`config.mk`:
```
export PLATFORM = sky130hd
export DESIGN_NAME = ttl_ecl_xmit
export DESIGN_NICKNAME = d
export VERILOG_FILES = /design/src/rtl/ttl_ecl_xmit.sv
export SDC_FILE = /design/constraint.sdc
export NUM_CORES = 1
export LEC_CHECK = 0
export CORE_MARGIN = 5
export CORE_UTILIZATION = 57
export DETAILED_ROUTE_END_ITERATION = 8
export MAX_ROUTING_LAYER = met4
export PLACE_DENSITY = 0.83
export SLEW_MARGIN = 10
export SYNTH_ARGS = -nofsm -noshare
export SYNTH_HDL_FRONTEND = slang
export SYNTH_SLANG_ARGS = --single-unit
```
`constraint.sdc`:
```
create_clock -name CLK -period 4.84 [get_ports CLK]
set_input_delay 0.968 -clock CLK [delete_from_list [all_inputs] [get_ports CLK]]
set_output_delay 0.968 -clock CLK [all_outputs]
set_load 0.005 [all_outputs]
```
`src/rtl/ttl_ecl_xmit.sv`:
```
// rtl/ttl_ecl_xmit.sv - TTL-to-ECL transmit buffer with a four-phase ECL handshake
// Odd-parity outputs P/P_ are added when TTL_ECL_XMIT_PARITY_EN is defined.
module ttl_ecl_xmit #(
    parameter int DEPTH = 4
) (
    input  logic       CLK,
    input  logic       MR_,
    input  logic [8:0] D,
    input  logic       LD,
    output logic       FULL,
    output logic       OVF,
    input  logic       OEECL_,
    output logic [8:0] Q,
    output logic [8:0] Q_,
    output logic       STB,
`ifdef TTL_ECL_XMIT_PARITY_EN
    output logic       P,
    output logic       P_,
`endif
    input  logic       ACK
);
    localparam int PW = $clog2(DEPTH);
    localparam logic [PW:0]   CNT_FULL = (PW+1)'(DEPTH);
    localparam logic [PW-1:0] PTR_LAST = PW'(DEPTH-1);

    typedef enum logic [1:0] {IDLE, PRESENT, RELEASE} state_e;

    state_e        state_q, state_d;
    logic [PW-1:0] wr_ptr_q, wr_ptr_d;
    logic [PW-1:0] rd_ptr_q, rd_ptr_d;
    logic [PW:0]   cnt_q, cnt_d;
    logic          full_q, full_d;
    logic          ovf_q, ovf_d;
    logic          run_q, run_d;
    logic          ack_meta_q, ack_meta_d;
    logic          acks_q, acks_d;
    logic [8:0]    out_q, out_d;
    logic [8:0]    mem_q [DEPTH];
    logic          wr_en;
    logic          pop;

    always_comb begin
        run_d      = 1'b1;
        ack_meta_d = ACK;
        acks_d     = ack_meta_q;
        wr_ptr_d   = wr_ptr_q;
        rd_ptr_d   = rd_ptr_q;
        cnt_d      = cnt_q;
        state_d    = state_q;
        out_d      = out_q;

        // Fullness is judged before the edge, so a same-edge pop never makes room.
        wr_en = LD && run_q && (cnt_q != CNT_FULL);
        pop   = (state_q == IDLE) && (cnt_q != '0);
        ovf_d = ovf_q | (LD && run_q && (cnt_q == CNT_FULL));

        if (wr_en) begin
            wr_ptr_d = (wr_ptr_q == PTR_LAST) ? '0 : wr_ptr_q + PW'(1);
        end
        if (pop) begin
            rd_ptr_d = (rd_ptr_q == PTR_LAST) ? '0 : rd_ptr_q + PW'(1);
        end
        case ({wr_en, pop})
            2'b10:   cnt_d = cnt_q + (PW+1)'(1);
            2'b01:   cnt_d = cnt_q - (PW+1)'(1);
            default: cnt_d = cnt_q;
        endcase
        full_d = (cnt_d == CNT_FULL);

        case (state_q)
            IDLE: begin
                if (pop) begin
                    out_d   = mem_q[rd_ptr_q];
                    state_d = PRESENT;
                end
            end
            PRESENT: if (acks_q)  state_d = RELEASE;
            RELEASE: if (!acks_q) state_d = IDLE;
            default: state_d = IDLE;
        endcase
    end

    always_ff @(posedge CLK or negedge MR_) begin
        if (!MR_) begin
            state_q    <= IDLE;
            wr_ptr_q   <= '0;
            rd_ptr_q   <= '0;
            cnt_q      <= '0;
            full_q     <= 1'b0;
            ovf_q      <= 1'b0;
            run_q      <= 1'b0;
            ack_meta_q <= 1'b0;
            acks_q     <= 1'b0;
            out_q      <= '0;
        end else begin
            state_q    <= state_d;
            wr_ptr_q   <= wr_ptr_d;
            rd_ptr_q   <= rd_ptr_d;
            cnt_q      <= cnt_d;
            full_q     <= full_d;
            ovf_q      <= ovf_d;
            run_q      <= run_d;
            ack_meta_q <= ack_meta_d;
            acks_q     <= acks_d;
            out_q      <= out_d;
        end
    end

    // Storage needs no reset: pointers and occupancy define what is valid.
    always_ff @(posedge CLK) begin
        if (wr_en) begin
            mem_q[wr_ptr_q] <= D;
        end
    end

    assign FULL = full_q;
    assign OVF  = ovf_q;
    assign Q    = OEECL_ ? 9'h000 : out_q;
    assign Q_   = OEECL_ ? 9'h000 : ~out_q;
    assign STB  = !OEECL_ && (state_q == PRESENT);

`ifdef TTL_ECL_XMIT_PARITY_EN
    logic par_q, par_d;

    // out_d only changes on a pop, so parity is captured alongside the word.
    always_comb par_d = ~(^out_d);

    always_ff @(posedge CLK or negedge MR_) begin
        if (!MR_) begin
            par_q <= 1'b1;
        end else begin
            par_q <= par_d;
        end
    end

    assign P  = !OEECL_ && par_q;
    assign P_ = !OEECL_ && !par_q;
`endif
endmodule

```
# --- Word-level counts from Yosys, hierarchy flattened ---
# Memories as Yosys holds them, arrays and structs flattened. A register that Yosys moved wholly into a read port is not among the register bits.
# Index checks and enable logic that the tools add are counted.
classes:
  order_cmp: 0
  shift: 0
  n_mux: 11
  reduce_logical: 11
  n_addsub: 4
  mul: 0
  n_eq_ne: 12
  div_mod_pow: 0
  n_bitwise: 2
op_table:
  columns: ["operator", "count"]
  rows:
  - ["$mux 9", 2]
  - ["$mux 2", 5]
  - ["$not 9->9", 1]
  - ["$eq 2x2->1 const B", 4]
  - ["$eq 3x3->1 const B", 2]
  - ["$ne 2x2->1 const B", 3]
  - ["$pmux 2 s3", 1]
  - ["$pmux 3 s2", 1]
  - ["$logic_and 1x1->1", 5]
  - ["$add 2x1->2 const B", 2]
  - ["$eq 2x1->1 const B", 2]
  - ["$add 3x1->3 const B", 1]
  - ["$ne 3x3->1 const B", 1]
  - ["$reduce_and 3->1", 1]
  - ["$reduce_bool 3->1", 1]
  - ["$sub 3x1->3 const B", 1]
  - ["$logic_not 1->1", 2]
  - ["$logic_not 2->1", 1]
  - ["$mux 1", 2]
  - ["$reduce_and 2->1", 1]
  - ["$or 1x1->1", 1]
totals:
  latchBits: 0
  regBits: 14
  wordCells: 50
  romBits: 0
  mem_count: 1
  in_bits: 14
  ramBits: 36
mem_list:
  columns: ["name", "depth", "width", "read_ports", "rd_clocked_by_memory_dff", "write_ports", "line_no", "source"]
  rows:
  - ["mem_q", 4, 9, 1, 1, 1, "38", "logic [8:0] mem_q [DEPTH];"]

# --- Depth between registers and ports, before layout ---
depth:
  word_depth: 5
  depth_mapped: 11

# --- Least setup slack after synthesis ---
# Ideal clock, no wire load.
synth_path:
  path_type: "input to output"
  startpoint: "input port OEECL_"
  endpoint: "output port Q_[0]"
  t_arrival_ns: 1.606
  required_time_ns: 3.872
  path_stages: 3
  n_path_buf: 2
  path_slack_ns: 2.266
  path_cell_list: "clkbuf_1 > clkbuf_1 > nor2_1"
synth_via:
  elab_chain_cells: 1
synth_lines:
  columns: ["item", "line_no", "source"]
  rows:
  - ["start: declaration", "12", "input logic OEECL_,"]
  - ["$mux 9", "119", "assign Q_ = OEECL_ ? 9'h000 : ~out_q;"]
  - ["end: declaration", "14", "output logic [8:0] Q_,"]
# No other way between the ends.

# --- Worst setup path after layout ---
layout_path:
  startpoint: "input port OEECL_"
  endpoint: "output port Q[6]"
layout_via:
  elab_chain_cells: 1
layout_lines:
  columns: ["item", "line_no", "source"]
  rows:
  - ["$mux 9", "118", "assign Q = OEECL_ ? 9'h000 : out_q;"]
  - ["end: declaration", "13", "output logic [8:0] Q,"]
# No other way between the ends.

==> impl_metrics.csv <==
group,metric,value,unit
power_and_ir_drop,vdd_ir_drop_max,0.000330,V
power_and_ir_drop,p_per_area,610,nW/µm²
sta,skew,0.00777,ns
cts,clkTransAtPathRegs,0.06,ns
cells_and_area,final_common_cell,"edfxtp_1",
setup_path,critPathLaunchType,"input pin",
drt,vias,1267,
cells_and_area,syn2layout_area_growth,23.4,%
setup_path,worstPathMaxFanout,19,
global_routing,grt_pass1_wl,6420,µm
cts,cts_tree,"yes",
floorplanning,ioPinCount,35,
yosys,yosysUniqueCellTypes,28,
sta,setup_viol,0,
floorplanning,die_area,5700,µm²
cts,cts_root_buf,"clkbuf_8",
drt,wl_per_cell,16.5,µm
floorplanning,row_count,23,
power_and_ir_drop,p_total,1.84,mW
sta,fmax,293,MHz
yosys,yosysWarnings,0,
sta,tightestPinTransition,0.955,ns
floorplanning,die_w,75.5,µm
floorplanning,fp.dieH,75.5,µm
placed_design,gp_congestion,0.722,
placed_design,dp_slack,1.39,ns
placed_design,io_buffers,34,
hold_path,hold_start,"ack_meta_q",
cells_and_area,fin_util,73.8,%
global_routing,antenna_found_initial,0,
global_routing,grtUsageTotal,16.9,%
setup_path,worstSetupPathType,"in2out",
cts,cts_buffers,9,
setup_path,crit_start,"OEECL_",
yosys,seq_area_frac_synth,67.8,%
global_routing,grt_pass1_vias,1358,
setup_path,crit_arrival,2.45,ns
cts,clock-sinks,59,
yosys,ys_seq_elements,59,
setup_path,endpoint_kind,"output port",
drt,dr.pass1.iters,4,
sta,setup_tns,0,ns
hold_path,hp-class,"reg2reg",
cts,cts_setup_buffers,0,
cells_and_area,drive_gt1_share,19.7,%
cells_and_area,antenna_cells,0,
cells_and_area,design_area,3020,µm²
drt,drc_errors,0,
cts,hold_buffers,0,
floorplanning,core_area,4090,µm²
global_routing,grt_overflow,0,
cts,h-tree-depth,3,
sta,finalMaxSlewViolations,0,
setup_path,r2r-start,"cnt_q[0]",
sta,setup_slack,1.43,ns
cts,cts.repair.resized,0,
drt,dr.first_iter.drc_count,66,
power_and_ir_drop,p_leak,1.16,nW
yosys,synth_fp_nets,165,
placed_design,placedCellCount,222,
placed_design,hpwl,2860,µm
sta,layout_min_cycle_time,3.41,ns
sta,slew-limit-headroom,36.1,%
cells_and_area,layout.nets,204,
cells_and_area,instances_no_fill,238,
sta,finalHoldWorstSlack,0.354,ns
yosys,synthCells,144,
global_routing,grt_start_max_net_pins,24,
cts,clock_path_buffers,2,
yosys,avgSynthCellArea,17.0,µm²
setup_path,worstPathRequired,3.87,ns
placed_design,dpl_cell_area,2800,µm²
run,cap_violations,0,
sta,fin_crit_sh,70.5,%
drt,drt-total-wl,3920,µm
drt,vias_per_cell,5.32,
sta,rsz0062_at_grt,"false",
cells_and_area,final_cell_mix,"edfxtp_1, clkdlybuf4s50_1, dfrtp_1",
cts,clkLatencyLatePin,0.32,ns
yosys,netlist_area,2440,µm²
floorplanning,start_util,59.8,%
sta,hold_viol,0,
drt,postRouteAntennaNets,0,
cells_and_area,fill_cells,265,
run_status,outcome,"complete, no violations",
routing by layer:
| metal | track usage (%) | share of wire, % |
|---|---|---|
| met1 | 18.9 | 41 |
| met2 | 27.1 | 52 |
| met3 | 4.49 | 5.9 |
| met4 | 10.1 | 0.97 |
| met5 | - | 0 |
cells by family after synthesis:
family                     share of synthesized area (%)
buffers and inverters                               3.02
AOI/OAI and AO/OA                                   1.64
and+or+nand+nor                                     6.86
xor gates and xnor gates                           0.717
adders and majority gates                           3.89
other                                              0.153
DFF                                                 67.8
muxes                                               15.9
final cells by class:
class / instances / area, µm² / area share [%]
Tap cell: 50 / 62.6 / 2.07
Multi-Input combinational cell: 72 / 713 / 23.7
Inverter: 7 / 26.3 / 0.871
Clock inverter: 7 / 92.6 / 3.07
Clock buffer: 9 / 124 / 4.11
Timing Repair Buffer: 34 / 340 / 11.3
Sequential cell: 59 / 1660 / 54.9
worst max-delay path, cell delays in order:
cell and delay, ns:
clkdlybuf4s50_1 0.69, nor2b_1 0.25, clkdlybuf4s50_1 0.53
Yosys cell counts:
| master | n | area (µm²) |
|---|---|---|
| dfrtp_1 | 23 | 576 |
| nor2_1 | 13 | 48.8 |
| conb_1 | 1 | 3.75 |
| a211oi_1 | 1 | 7.51 |
| mux2_4 | 8 | 120 |
| xor2_1 | 1 | 8.76 |
| fa_1 | 1 | 20.0 |
| a21oi_1 | 1 | 5.00 |
| xnor2_1 | 1 | 8.76 |
| mux2i_1 | 1 | 10.0 |
| buf_6 | 1 | 11.3 |
| edfxtp_1 | 36 | 1080 |
| nor2b_1 | 9 | 56.3 |
| o21ai_0 | 2 | 10.0 |
| nor3_1 | 1 | 5.00 |
| mux2_2 | 5 | 56.3 |
| nand2b_1 | 2 | 12.5 |
| nand2_1 | 2 | 7.51 |
| clkbuf_1 | 3 | 11.3 |
| or3_1 | 2 | 12.5 |
| ha_1 | 6 | 75.1 |
| buf_2 | 1 | 5.00 |
| a21boi_0 | 1 | 7.51 |
| a41o_1 | 1 | 10.0 |
| buf_12 | 1 | 20.0 |
| mux4_2 | 9 | 203 |
| and2_1 | 4 | 25.0 |
| inv_1 | 7 | 26.3 |
power by group:
part | internal (mW) | switching, mW | total (mW)
clock | 0.288 | 0.184 | 0.472
combinational | 0.373 | 0.222 | 0.594
sequential | 0.660 | 0.113 | 0.773
path summary, 6_finish.rpt:
kind,end,slack (ns),cells past startpoint
max,Q[6],1.43,3
min,acks_q,0.35,0
max reg2reg,FULL,2.17,9
min reg2reg,acks_q,0.35,0
max in group asynchronous,out_q[0],3.08,1
min in group asynchronous,out_q[8],1.18,1
sequential cells by signal, indices dropped and copies added, names as in the netlist:
name and count:
rd_ptr_q 2, cnt_q 3, OVF 1, run_q 1, ack_meta_q 1, out_q 9
mem_q 36, acks_q 1, FULL 1, wr_ptr_q 2, state_q 2
No activity file was read; power rests on OpenSTA's default activity.
==> edit 1 (same settings) <==
Build with the macro `TTL_ECL_XMIT_PARITY_EN` defined.
--- a/src/rtl/ttl_ecl_xmit.sv
+++ b/src/rtl/ttl_ecl_xmit.sv
@@ -1,5 +1,7 @@
 // rtl/ttl_ecl_xmit.sv - TTL-to-ECL transmit buffer with a four-phase ECL handshake
 // Odd-parity outputs P/P_ are added when TTL_ECL_XMIT_PARITY_EN is defined.
+`define TTL_ECL_XMIT_PARITY_EN
+
 module ttl_ecl_xmit #(
     parameter int DEPTH = 4
 ) (
Check against the original RTL (old outputs only; new: P and P_): equivalent (Yosys induction, for registers that start in step).
==> edit 1 against the unedited design <==
- power increased by 17%
- clock power increased by 12%
- sequential cell count increased by 1
- worst setup slack improved by 8.5 ps
- sequential power increased by 3.4%
- area after synthesis increased by 5.7%
- wire length increased by 8.4%
- global-route usage decreased by 0.80 points
- clock skew decreased by 0.94 ps
- cell area increased by 6.6%
- register-to-register slack got worse by 40 ps
==> edit 1: results (changes against the unedited design) <==
[metrics] async set or reset register ratio after synthesis: 40.0% (was 39.0%)
[metrics] first-pass GRT wire length: 7070 µm (was 6420 µm)
[metrics] Layout Utilization: 73.3% (was 73.8%)
[metrics] M3 GR Usage: 5.27% (was 4.49%)
[metrics] wire length after detailed routing: 4250 µm (was 3920 µm)
[metrics] largest fanout of any net on the critical path: 21 (was 19)
[metrics] ratio of cells with drive above 1 in the final layout: 14.9% (was 19.7%)
[metrics] total nets after synthesis: 183 (was 165)
[metrics] number of unique standard cell types used by synthesis: 31 (was 28)
[metrics] largest net degree at the start of global routing: 25 (was 24)
[metrics] leakage power figure: 1.27 nW (was 1.16 nW)
[metrics] clock skew: 6.83 ps (was 7.77 ps)
[metrics] critical path's largest stage delay: 710 ps (was 690 ps)
[metrics] Peak supply drop: 0.416 mV (was 0.330 mV)
[metrics] share of the synthesized area in compound gates (AO/OA/AOI/OAI): 1.99% (was 1.64%)
[metrics] number of global-route vias before repair: 1,497 (was 1,358)
[metrics] fraction of the mapped netlist area in adder cells: 3.68% (was 3.89%)
[metrics] post-synthesis area per instance: 15.9 µm² (was 17.0 µm²)
[metrics] number of buffers added on ports: 36 (was 34)
[metrics] NumNets Final: 224 (was 204)
[metrics] share of the yosys chip area belonging to registers: 65.1% (was 67.8%)
[metrics] Detail Placement HPWL: 2830 µm (was 2860 µm)
[metrics] filler cell count: 264 (was 265)
[metrics] final weighted congestion in routability-driven placement: 0.759 (was 0.722)
[metrics] result of the run: finished, final reports clean (unchanged)
[metrics] global router's overall resource usage: 16.1% (was 16.9%)
[metrics] Synth area leaders: sky130_fd_sc_hd__edfxtp_1, sky130_fd_sc_hd__dfrtp_1, sky130_fd_sc_hd__mux4_1 (was sky130_fd_sc_hd__edfxtp_1, sky130_fd_sc_hd__dfrtp_1, sky130_fd_sc_hd__mux4_2)
[metrics] transition at the pin with the smallest max-transition slack: 1050 ps (was 955 ps)
## edit 1: final timing paths
check                      cells after the start           to       start  slack [ps]
max reg2reg                                   10         FULL    cnt_q[0]        2130
min in group asynchronous                      1  rd_ptr_q[0]         MR_        1210
min reg2reg                                    0       acks_q  ack_meta_q         350
max in group asynchronous                      1         FULL         MR_        2990
min                                            0       acks_q  ack_meta_q         350
max                                            3         Q[0]      OEECL_        1440
## edit 1: cells by family after synthesis
family | count (synthesis)
xor gates and xnor gates | 12
DFF | 60
AOI/OAI and AO/OA | 8
other | 1
and+or+nand+nor | 40
muxes | 21
adders and majority gates | 7
buffers and inverters | 13
## edit 1: area by class of cell
class | instances | area [µm²] | area share (%)
Multi-Input combinational cell | 89 | 841 | 26.2
Clock buffer | 9 | 124 | 3.86
Timing Repair Buffer | 36 | 360 | 11.2
Inverter | 7 | 26.3 | 0.818
Sequential cell | 60 | 1680 | 52.4
Tap cell | 52 | 65.1 | 2.02
Clock inverter | 7 | 114 | 3.54
## edit 1: per-stage QoR
| stage | worst slack, ps | power [mW] | hold WS (ps) | cell area [µm²] | instances |
|---|---|---|---|---|---|
| 2_1_floorplan | 2410 | 1.39 | 331 | 2580 | 162 |
| 3_3_place_gp | 1480 | 1.58 | 338 | 2980 | 244 |
| 3_5_place_dp | 1420 | 1.63 | 340 | 2980 | 244 |
| 4_1_cts | 1420 | 2.17 | 354 | 3210 | 260 |
| 5_1_grt | 1280 | 2.29 | 356 | 3210 | 260 |
| 6_report | 1440 | 2.15 | 352 | 3210 | 260 |
## edit 1: power breakdown
part           total [mW]  internal (mW)  switching, mW  leakage (nW)
Clock               0.528          0.341          0.187         0.123
Combinational       0.825          0.503          0.322         0.534
Sequential          0.799          0.681          0.118         0.610
Total                2.15           1.52          0.627          1.27
==> edit 2 (same settings) <==
Made on the original files. The 3 states of `state_e` get a one-hot encoding in 3 bits.
--- a/src/rtl/ttl_ecl_xmit.sv
+++ b/src/rtl/ttl_ecl_xmit.sv
@@ -23,7 +23,7 @@
     localparam logic [PW:0]   CNT_FULL = (PW+1)'(DEPTH);
     localparam logic [PW-1:0] PTR_LAST = PW'(DEPTH-1);
 
-    typedef enum logic [1:0] {IDLE, PRESENT, RELEASE} state_e;
+    typedef enum logic [2:0] {IDLE = 3'b001, PRESENT = 3'b010, RELEASE = 3'b100} state_e;
 
     state_e        state_q, state_d;
     logic [PW-1:0] wr_ptr_q, wr_ptr_d;
Behaviour: no difference found for any inputs over 10 cycles, from zero or initial values; not proved beyond that.
==> edit 2 against the unedited design <==
- sequential cell count is 1 higher
- power is 2.5% higher
- clock skew is 1.5 ps higher
- worst setup slack worse by 280 ps
- area after synthesis is 2.2% higher
- fmax is 7.6% lower
- sequential power is 3.6% higher
- cell area is 2.0% higher
- largest cell class unchanged
- global-route usage is 0.75 points lower
- wire length is 6.3% higher
==> edit 2: results (changes against the unedited design) <==
[metrics] ratio of cells with drive above 1 in the final layout: 20.5% (was 19.7%)
[metrics] Critical Path Sink: STB (was Q[6])
[metrics] result of the run: finished, final reports clean (unchanged)
[metrics] number of global-route vias before repair: 1,378 (was 1,358)
[metrics] Int Pwr: 1.35 mW (was 1.32 mW)
[metrics] violation count after the first detailed-routing iteration: 114 (was 66)
[metrics] clock skew: 9.26 ps (was 7.77 ps)
[metrics] setup slack after placement: 1120 ps (was 1390 ps)
[metrics] Detail Placement HPWL: 2950 µm (was 2860 µm)
[metrics] number of unique standard cell types used by synthesis: 32 (was 28)
[metrics] initial antenna violation count: 0 (unchanged)
[metrics] Syn Inst Count: 150 (was 144)
[metrics] number of buffers added on ports: 34 (unchanged)
[metrics] worst hold slack: 360 ps (was 354 ps)
[metrics] filler cell count: 275 (was 265)
[metrics] total placed cells including tap cells: 231 (was 222)
[metrics] leakage power figure: 1.19 nW (was 1.16 nW)
[metrics] vias post-DR: 1,326 (was 1,267)
[metrics] total nets after synthesis: 171 (was 165)
[metrics] count of non-filler cells in the finished layout: 247 (was 238)
[metrics] async set or reset register ratio after synthesis: 40.0% (was 39.0%)
[metrics] NumNets Final: 211 (was 204)
[metrics] Synth area leaders: sky130_fd_sc_hd__edfxtp_1, sky130_fd_sc_hd__dfrtp_1, sky130_fd_sc_hd__mux4_2 (unchanged)
[metrics] dpl cell area: 2870 µm² (was 2800 µm²)
[metrics] wire length after detailed routing: 4170 µm (was 3920 µm)
[metrics] global router's overall resource usage: 16.1% (was 16.9%)
[metrics] worst slew margin relative to its limit: 57.2% (was 36.1%)
[metrics] share of the yosys chip area belonging to registers: 67.4% (was 67.8%)
[metrics] largest net degree at the start of global routing: 25 (was 24)
[metrics] commonest cells in the netlist: sky130_fd_sc_hd__edfxtp_1, sky130_fd_sc_hd__dfrtp_1, sky130_fd_sc_hd__nor2_1 (was sky130_fd_sc_hd__edfxtp_1, sky130_fd_sc_hd__dfrtp_1, sky130_fd_sc_hd__nor2_1, sky130_fd_sc_hd__mux4_2, sky130_fd_sc_hd__nor2b_1)
[metrics] final cycle utilization of the critical path: 76.3% (was 70.5%)
[metrics] worst reg2reg path startpoint: state_q[0] (was cnt_q[0])
[edit 2: cell count changes in the layout (fill, tap and decap cells not counted), moves of 2 or more]
cell,unedited run,this run
sky130_fd_sc_hd__clkinv_2,1,3
sky130_fd_sc_hd__nand2b_1,2,0
sky130_fd_sc_hd__nand2_1,2,4
sky130_fd_sc_hd__clkinvlp_4,2,0
[edit 2: cell type report]
cell class / count / area (µm²) / share of cell area (%)
clock buffers: 10 / 128 / 4.15
clock inverters: 6 / 78.8 / 2.56
inverters: 7 / 26.3 / 0.854
multi-input cells: 78 / 759 / 24.7
flip-flops and latches: 60 / 1680 / 54.7
well taps: 52 / 65.1 / 2.12
repair buffers: 34 / 335 / 10.9
[edit 2: routing by layer]
metal / track usage, % / share of wire [%] / vias up
met1: 18.9 / 42 / 655
met5: - / 0 / -
met2: 24.4 / 51 / 45
li1: - / - / 622
met3: 6.15 / 5.9 / 4
met4: 7.87 / 1.2 / 0
[edit 2: power by group through the flow]
stage | logic, mW | registers [mW] | clock network (mW)
5_1_grt | 0.680 | 0.823 | 0.501
3_3_place_gp | 0.585 | 0.797 | 0
3_5_place_dp | 0.627 | 0.814 | 0
2_1_floorplan | 0.481 | 0.747 | 0
6_report | 0.618 | 0.801 | 0.466
4_1_cts | 0.628 | 0.803 | 0.475
[edit 2: cell families (layout without fill, tap and decap cells)]
family,after synthesis,in the layout,share of synthesized area (%)
AOI/OAI and AO/OA,9,9,2.26
xor gates and xnor gates,3,3,1.05
adders and majority gates,7,7,3.81
buffers and inverters,12,57,2.16
DFF,60,60,67.4
muxes,23,23,15.7
other,1,1,0.150
and+or+nand+nor,35,35,7.42
[edit 2: worst max-delay path, delay by kind of cell]
| kind | cells | cell delay [ps] |
|---|---|---|
| buf+inv | 2 | 1270 |
| simple gates | 1 | 480 |
